--- src/rtl/nano_viewer_pkg.sv ---
// Shared definitions for the picture memory path: arbiter state encoding,
// PSRAM command codes and default bus geometry.
package nano_viewer_pkg;

    typedef enum logic [2:0] {
        ST_INIT = 3'd0,
        ST_IDLE = 3'd1,
        ST_RD   = 3'd2,
        ST_WR   = 3'd3,
        ST_GAP  = 3'd4
    } arb_state_t;

    localparam logic CMD_RD = 1'b0;
    localparam logic CMD_WR = 1'b1;

    localparam int DEF_ADDR_W = 22;
    localparam int DEF_DATA_W = 32;
    localparam int DEF_BURST  = 16;

    // Counter width that can hold the value n without wrapping (min 1 bit).
    function automatic int cnt_width(input int n);
        return (n < 1) ? 1 : $clog2(n + 1);
    endfunction

endpackage

--- src/rtl/psram_arb_pick.sv ---
// Read/write grant decision with a write-starvation counter.
// Combinational pick, counter updates on the granting edge.
module psram_arb_pick
    import nano_viewer_pkg::*;
#(
    parameter int WR_STARVE = 4
) (
    input  logic i_clk,
    input  logic i_rst,
    input  logic i_arb_en,
    input  logic i_rd_req,
    input  logic i_wr_req,
    output logic pick_rd,
    output logic pick_wr
);

    localparam int SW = cnt_width(WR_STARVE);
    localparam logic [SW-1:0] STARVE_MAX = SW'(WR_STARVE);

    logic [SW-1:0] r_starve_cnt;
    logic          w_wr_win;

    // Reads win ties until the write has watched WR_STARVE read grants go by.
    assign w_wr_win = i_wr_req && (!i_rd_req || (r_starve_cnt == STARVE_MAX));
    assign pick_wr  = i_arb_en && w_wr_win;
    assign pick_rd  = i_arb_en && i_rd_req && !w_wr_win;

    always_ff @(posedge i_clk) begin
        if (i_rst) begin
            r_starve_cnt <= '0;
        end else if (pick_wr) begin
            r_starve_cnt <= '0;
        end else if (pick_rd && i_wr_req && (r_starve_cnt != STARVE_MAX)) begin
            r_starve_cnt <= r_starve_cnt + SW'(1);
        end
    end

endmodule

--- src/rtl/psram_arbiter.sv ---
// Shares the PSRAM command port between display line reads and picture writes,
// one fixed burst per grant followed by a turnaround gap.
module psram_arbiter
    import nano_viewer_pkg::*;
#(
    parameter int ADDR_W     = DEF_ADDR_W,
    parameter int DATA_W     = DEF_DATA_W,
    parameter int BURST      = DEF_BURST,
    parameter int GAP_CYC    = 4,
    parameter int WR_STARVE  = 4,
    parameter int RD_TIMEOUT = 64
) (
    input  logic              sys_clk,
    input  logic              sys_rst,
    input  logic              init_calib,
    input  logic              rd_req,
    input  logic [ADDR_W-1:0] rd_addr,
    output logic              rd_gnt,
    output logic [DATA_W-1:0] rd_data,
    output logic              rd_valid,
    output logic              rd_done,
    input  logic              wr_req,
    input  logic [ADDR_W-1:0] wr_addr,
    output logic              wr_gnt,
    output logic              wr_data_req,
    input  logic [DATA_W-1:0] wr_data,
    output logic              wr_done,
    output logic              mem_cmd,
    output logic              mem_cmd_en,
    output logic [ADDR_W-1:0] mem_addr,
    output logic [DATA_W-1:0] mem_wr_data,
    input  logic [DATA_W-1:0] mem_rd_data,
    input  logic              mem_rd_valid,
    output logic              err_timeout
);

    localparam int BW = cnt_width(BURST);
    localparam int GW = cnt_width(GAP_CYC);
    localparam int TW = cnt_width(RD_TIMEOUT);

    localparam logic [BW-1:0] BEAT_LAST = BW'(BURST - 1);
    localparam logic [GW-1:0] GAP_LAST  = GW'(GAP_CYC - 1);
    localparam logic [TW-1:0] TMO_LAST  = TW'(RD_TIMEOUT - 1);

    arb_state_t        r_state;
    logic [BW-1:0]     r_beat;
    logic [GW-1:0]     r_gap;
    logic [TW-1:0]     r_tmo;
    logic [ADDR_W-1:0] r_wr_addr;

    logic w_arb_en;
    logic w_pick_rd;
    logic w_pick_wr;

    assign w_arb_en = (r_state == ST_IDLE) && init_calib;

    psram_arb_pick #(
        .WR_STARVE (WR_STARVE)
    ) u_pick (
        .i_clk    (sys_clk),
        .i_rst    (sys_rst),
        .i_arb_en (w_arb_en),
        .i_rd_req (rd_req),
        .i_wr_req (wr_req),
        .pick_rd  (w_pick_rd),
        .pick_wr  (w_pick_wr)
    );

    always_ff @(posedge sys_clk) begin
        if (sys_rst) begin
            r_state     <= ST_INIT;
            r_beat      <= '0;
            r_gap       <= '0;
            r_tmo       <= '0;
            r_wr_addr   <= '0;
            rd_gnt      <= 1'b0;
            rd_data     <= '0;
            rd_valid    <= 1'b0;
            rd_done     <= 1'b0;
            wr_gnt      <= 1'b0;
            wr_data_req <= 1'b0;
            wr_done     <= 1'b0;
            mem_cmd     <= CMD_RD;
            mem_cmd_en  <= 1'b0;
            mem_addr    <= '0;
            mem_wr_data <= '0;
            err_timeout <= 1'b0;
        end else begin
            rd_gnt     <= 1'b0;
            wr_gnt     <= 1'b0;
            rd_done    <= 1'b0;
            wr_done    <= 1'b0;
            rd_valid   <= 1'b0;
            mem_cmd_en <= 1'b0;

            case (r_state)
                ST_INIT: begin
                    if (init_calib) begin
                        r_state <= ST_IDLE;
                    end
                end

                ST_IDLE: begin
                    if (!init_calib) begin
                        r_state <= ST_INIT;
                    end else if (w_pick_wr) begin
                        r_state     <= ST_WR;
                        r_beat      <= '0;
                        r_wr_addr   <= wr_addr;
                        wr_gnt      <= 1'b1;
                        wr_data_req <= 1'b1;
                    end else if (w_pick_rd) begin
                        r_state    <= ST_RD;
                        r_beat     <= '0;
                        r_tmo      <= '0;
                        rd_gnt     <= 1'b1;
                        mem_cmd_en <= 1'b1;
                        mem_cmd    <= CMD_RD;
                        mem_addr   <= rd_addr;
                    end
                end

                ST_RD: begin
                    r_tmo <= r_tmo + TW'(1);
                    // A last beat landing on the timeout cycle still completes normally.
                    if (mem_rd_valid && (r_beat == BEAT_LAST)) begin
                        rd_valid <= 1'b1;
                        rd_data  <= mem_rd_data;
                        rd_done  <= 1'b1;
                        r_beat   <= r_beat + BW'(1);
                        r_gap    <= '0;
                        r_state  <= ST_GAP;
                    end else if (r_tmo == TMO_LAST) begin
                        err_timeout <= 1'b1;
                        rd_done     <= 1'b1;
                        r_gap       <= '0;
                        r_state     <= ST_GAP;
                    end else if (mem_rd_valid) begin
                        rd_valid <= 1'b1;
                        rd_data  <= mem_rd_data;
                        r_beat   <= r_beat + BW'(1);
                    end
                end

                ST_WR: begin
                    // FWFT source: the word is already on wr_data while we pop it.
                    mem_wr_data <= wr_data;
                    r_beat      <= r_beat + BW'(1);
                    if (r_beat == '0) begin
                        mem_cmd_en <= 1'b1;
                        mem_cmd    <= CMD_WR;
                        mem_addr   <= r_wr_addr;
                    end
                    if (r_beat == BEAT_LAST) begin
                        wr_data_req <= 1'b0;
                        wr_done     <= 1'b1;
                        r_gap       <= '0;
                        r_state     <= ST_GAP;
                    end
                end

                ST_GAP: begin
                    if (r_gap == GAP_LAST) begin
                        r_state <= ST_IDLE;
                    end else begin
                        r_gap <= r_gap + GW'(1);
                    end
                end

                default: begin
                    r_state <= ST_INIT;
                end
            endcase
        end
    end

endmodule
--- config.mk ---
export PLATFORM = sky130hd
export DESIGN_NAME = psram_arbiter
export DESIGN_NICKNAME = d
export VERILOG_FILES = /design/src/rtl/nano_viewer_pkg.sv /design/src/rtl/psram_arb_pick.sv /design/src/rtl/psram_arbiter.sv
export SDC_FILE = /design/constraint.sdc
export NUM_CORES = 1
export LEC_CHECK = 0
export CAP_MARGIN = 20
export CORE_UTILIZATION = 43
export CTS_BUF_LIST = sky130_fd_sc_hd__clkbuf_8
export DETAILED_ROUTE_END_ITERATION = 10
export GPL_TIMING_DRIVEN = 0
export PLACE_DENSITY = 0.81
export SYNTH_ARGS = -nofsm -noshare
export SYNTH_HDL_FRONTEND = slang
export SYNTH_SLANG_ARGS = --single-unit
--- constraint.sdc ---
create_clock -name sys_clk -period 3 [get_ports sys_clk]
set_input_delay 0.45 -clock sys_clk [delete_from_list [all_inputs] [get_ports sys_clk]]
set_output_delay 0.45 -clock sys_clk [all_outputs]
set_load 0.005 [all_outputs]
# After elaboration in Yosys (flattened, before gate mapping)
# Cells that the tools add are included.
# word_totals
ff_bits	138
input_bits	114
output_inout_bits	95
word_cells	137
# classes
add_sub_neg	4
eq_ne	24
muxes	54
bitwise_logic	5
n_reduce_logical	32
# op_table
operator	n
32-bit two-way mux	3
22-bit two-way mux	4
22-bit case mux with 2 select lines	1
3-bit two-way mux	12
5-bit two-way mux	6
7-bit two-way mux	3
1-bit two-way mux	18
2-bit != test (second input constant)	8
3-bit case mux with 5 select lines	1
5-bit case mux with 3 select lines	1
5-bit AND reduction	3
7-bit case mux with 2 select lines	1
3-bit != test (second input constant)	4
4-bit AND reduction	3
3-bit by 2-bit equality test with 1-bit output (second input constant)	3
3-bit case mux with 3 select lines	1
3-bit AND reduction	3
1-bit logical AND	8
2-bit OR reduction	4
7-bit by 1-bit adder with 7-bit output (second input constant)	1
7-bit by 6-bit equality test with 1-bit output (second input constant)	1
3-bit by 1-bit adder with 3-bit output (second input constant)	2
3-bit equality test (second input constant)	2
1-bit case mux with 2 select lines	3
14 further kinds	23

# Logic depth before layout (Yosys ltp)
# depth
depth_word	9
mapped_depth	9
mapped_depth_nobuf	8

# Modules after synthesis
# From an unflattened synthesis, not the netlist that was laid out.
# unflattened
hier_cells	678
hier_area_um2	5422.7
# by_module_without_submodules
module	instances	cells_each	area_each_um2	seq_area_each_um2
psram_arbiter	1	652	5213.8	2702.6
psram_arb_pick	1	26	209.0	60.1

# Worst setup path after synthesis
# No wires, ideal clock.
# synth_path
kind	register to register
startpoint	reg r_beat[0]
endpoint	reg rd_data[16]
setup_ns	0.132
arrival_time_ns	2.050
required_ns	2.868
slack_ns	0.818
stages_incl_launch_ff	10
n_path_buf	2
synth_period_minus_slack_ns	2.182
cell_sequence	dfxtp_1 > ha_1 > and3_1 > ha_1 > or4_4 > and3_1 > buf_2 > buf_2 > nand2_1 > a21oi_1
# synth_between
elab_chain_cells	4
elab_cells_between_ends	6
cone_classes	2 x eq/ne; 1 x mux; 3 x reduce/logical
# synth_rtl
element	line_no	rtl
start, declared	psram_arbiter.sv:46	logic [BW-1:0] r_beat;
start signal, assigned	psram_arbiter.sv:130	r_beat <= r_beat + BW'(1);
start signal, assigned	psram_arbiter.sv:141	r_beat <= r_beat + BW'(1);
start signal, assigned	psram_arbiter.sv:148	r_beat <= r_beat + BW'(1);
5-bit by 4-bit equality test with 1-bit output *	psram_arbiter.sv:126	if (mem_rd_valid && (r_beat == BEAT_LAST)) begin
1-bit logical AND *	psram_arbiter.sv:126	
2-bit != test (no line) / 2-bit nonzero test (equally long branches)	--	
3-bit AND reduction (no line)	--	
end signal, assigned	psram_arbiter.sv:128	rd_data <= mem_rd_data;
end signal, assigned	psram_arbiter.sv:140	rd_data <= mem_rd_data;
end, declared	psram_arbiter.sv:19	output logic [DATA_W-1:0] rd_data,
# Every way passes the cells marked *; elsewhere a longest branch is shown, timed or not.
# A chain may end at the register's enable or synchronous reset.

# Worst setup path in the final report
# layout_path
startpoint	reg r_beat[0]
endpoint	reg rd_data[3]
# The elaborated chain is that of the path after synthesis.

==> run metrics <==
status completed; post-synth top area cell dfxtp_1; Leak 2.81 nW; relative slew slack 0.607; # H-tree levels 4; die width 114 µm; vias in the first global route 4895; Mapped Nets 792; setup TNS 0 ns; R2R depth 8; DIE AREA 12900 µm²; hold_buf cts 0; Final Max Slew Viols 0; worst-path cell chain ha_1 -> and3_1 -> ha_1 -> or4_4 -> nand3_1 -> buf_2 -> nand2_1 -> a21oi_1; Crit Path Class flip-flop to flip-flop; reg-to-reg critical path startpoint r_beat[0]; Tot GR Track Use 0.244; worst setup path start r_beat[0]; met2 wire length 7.46 mm; TritonCTS clock tree yes; Initial Util 0.444; ANT nets after route 0; ys flop type dfxtp_1; area grow syn2layout 50.7%; # clock sinks 138; area share of the largest cell type after synthesis 0.516; met1 WL 6.77 mm; Clock Tree Root clkbuf_8; routability cong. 0.839; # Max-Cap Violations 0; Num CTS Buffers 17; crit-path most repeated cell ha_1; I/O Pins 209; clk_lat worst skew 0.46 ns; Hold Path Class flip-flop to flip-flop; Layout Nets 1018; clock tree buffer depth 2; Peak VDD IR 0.000369 V; DRC violations left 0; # rows 40; Async SR Flop Fraction 0; first-pass GRT wire length 24.2 mm; gr ovfl total 0; final setup fails 0; power per cell area 640 nW/µm²; Initial DRC Count 433; vias per cell 4.97; crit path time final 2.51 ns; Inserted Diodes 0; # Post-CTS Setup Buffers 0; skew final 0.00810 ns; initial antenna violation count 0; Placeable Area 12100 µm²; f_max 398 MHz; post-synthesis cell type count 46; fin util 0.669; worst-path fanout max 10; DPL Wire Length 11.6 mm; worst path required time 3.38 ns; Met3 Wirelength 1.02 mm; total iterations of the first detailed-routing run 5; share of cells above drive strength 1 0.0704; RSZ-0062 raised after global routing false; Routed WL per cell 14.7 µm; post_cts resized 0; Die Y 114 µm; Clock transition at path regs 0.07 ns; Hold Fails Final Rpt 0; worst slew pin tran 0.589 ns; Mapped Area 5350 µm²; highest metal used met4; period utilization 0.838; Arrival @ worst endpoint 2.90 ns; total vias in the final route 5353; Syn Area/Cell 7.99 µm²; largest net degree at the start of global routing 17; Synth Instances 670; I/O Buffers 207; synth top area cells dfxtp_1 (52%), nand2_1 (16%), a21oi_1 (9.6%); Yosys reg bits 138; crit end category flip-flop; Yosys warnings 0; crit path launch type flip-flop; Hold Crit Depth 2; register area share after synthesis 0.516; drt total wl 15.8 mm; min-delay src rd_data[12]; crit-path max cell delay 0.58 ns; EDFF count, synth 0; slowest cell on the critical path or4_4
==> worst paths after layout <==
kind / to / slack [ns]
max: rd_data[3] / 0.49
min: rd_data[12] / 0.45
max reg2reg: rd_data[3] / 0.49
min reg2reg: rd_data[12] / 0.45
==> where the power goes <==
group / switching [mW] / leakage [nW] / internal (mW)
logic: 0.702 / 1.48 / 0.695
registers: 0.109 / 1.12 / 2.04
clock network: 0.718 / 0.212 / 0.907
==> routing by layer <==
layer | vias up | track usage
met5 | - | 0
met4 | 0 | 0.121
met3 | 40 | 0.0701
met2 | 188 | 0.401
met1 | 2433 | 0.292
li1 | 2692 | -
==> Yosys cell counts, drive strengths merged, types with 2 or more instances <==
| library cell | n |
|---|---|
| nand3 | 8 |
| buf | 29 |
| nor3 | 11 |
| or2 | 3 |
| nand4 | 3 |
| or3 | 4 |
| dfxtp | 138 |
| and3 | 6 |
| or4 | 2 |
| o21ai | 4 |
| xor2 | 4 |
| xnor2 | 2 |
| a311oi | 24 |
| a21oi | 103 |
| ha | 8 |
| nor2 | 37 |
| clkbuf | 20 |
| inv | 10 |
| nand2 | 233 |
| nor3b | 2 |
| mux2i | 2 |
==> sequential cells by signal, indices dropped and copies added, names as in the netlist <==
register,cells
mem_wr_data,32
rd_data,32
mem_addr,22
r_wr_addr,22
r_tmo,7
r_beat,5
r_gap,3
r_state,3
u_pick.r_starve_cnt,3
err_timeout,1
mem_cmd,1
mem_cmd_en,1
rd_done,1
rd_gnt,1
rd_valid,1
wr_data_req,1
wr_done,1
wr_gnt,1
==> cells by family (layout without fill, tap and decap cells) <==
logic type	count (synthesis)	count (layout)	share of synthesized area
xor+xnor	6	6	0.00982
flops	138	138	0.516
buf+inv	59	298	0.0491
fa+ha+maj	8	8	0.0187
compound gates	141	141	0.156
simple gates	316	316	0.247
mux	2	2	0.00374
==> critical path: cells and delay by family, from the launching register on <==
family	cells	cell delay, ns
DFF	1	0.36
adders and majority gates	2	0.51
buffers and inverters	1	0.29
and+or+nand+nor	4	1.13
AOI/OAI and AO/OA	1	0.15
==> layout make-up <==
type                       count  area (µm²)
timing repair buffer         207        2070
sequential                   138        2760
clock inverter                11         143
inverter                      10        37.5
tap                          168         210
buffer                        49         225
multi-input combinational    473        2330
clock buffer                  21         289
fill                        1023        4000
==> through the flow <==
| step | hold WS, ns | std cells | cell area [µm²] | setup WS, ns | power (mW) |
|---|---|---|---|---|---|
| floorplan | 0.432 | 670 | 5350 | 0.818 | 2.89 |
| global placement | 0.441 | 1045 | 7630 | 0.559 | 3.55 |
| detailed placement | 0.447 | 1045 | 7630 | 0.525 | 3.57 |
| CTS | 0.456 | 1077 | 8070 | 0.485 | 5.19 |
| global route | 0.471 | 1077 | 8070 | 0.374 | 5.42 |
| finish | 0.455 | 1077 | 8070 | 0.487 | 5.17 |
==> cell usage in the layout, fill, tap and decap left out, types with 2 or more instances in the layout <==
cell / Yosys / final
a21oi_1: 103 / 103
a311oi_1: 24 / 24
and3_1: 6 / 6
buf_1: 6 / 6
buf_2: 18 / 18
buf_4: 5 / 5
bufinv_16: 0 / 3
clkbuf_1: 20 / 20
clkbuf_8: 0 / 21
clkdlybuf4s50_1: 0 / 207
clkinv_2: 0 / 2
clkinvlp_4: 0 / 4
dfxtp_1: 138 / 138
ha_1: 8 / 8
inv_1: 10 / 11
mux2i_1: 2 / 2
nand2_1: 232 / 232
nand3_1: 7 / 7
nand4_1: 3 / 3
nor2_1: 37 / 37
nor3_1: 10 / 10
o21ai_0: 4 / 4
or2_2: 2 / 2
or3_1: 4 / 4
xnor2_1: 2 / 2
xor2_1: 4 / 4
Power figures use the tool's default switching activity.
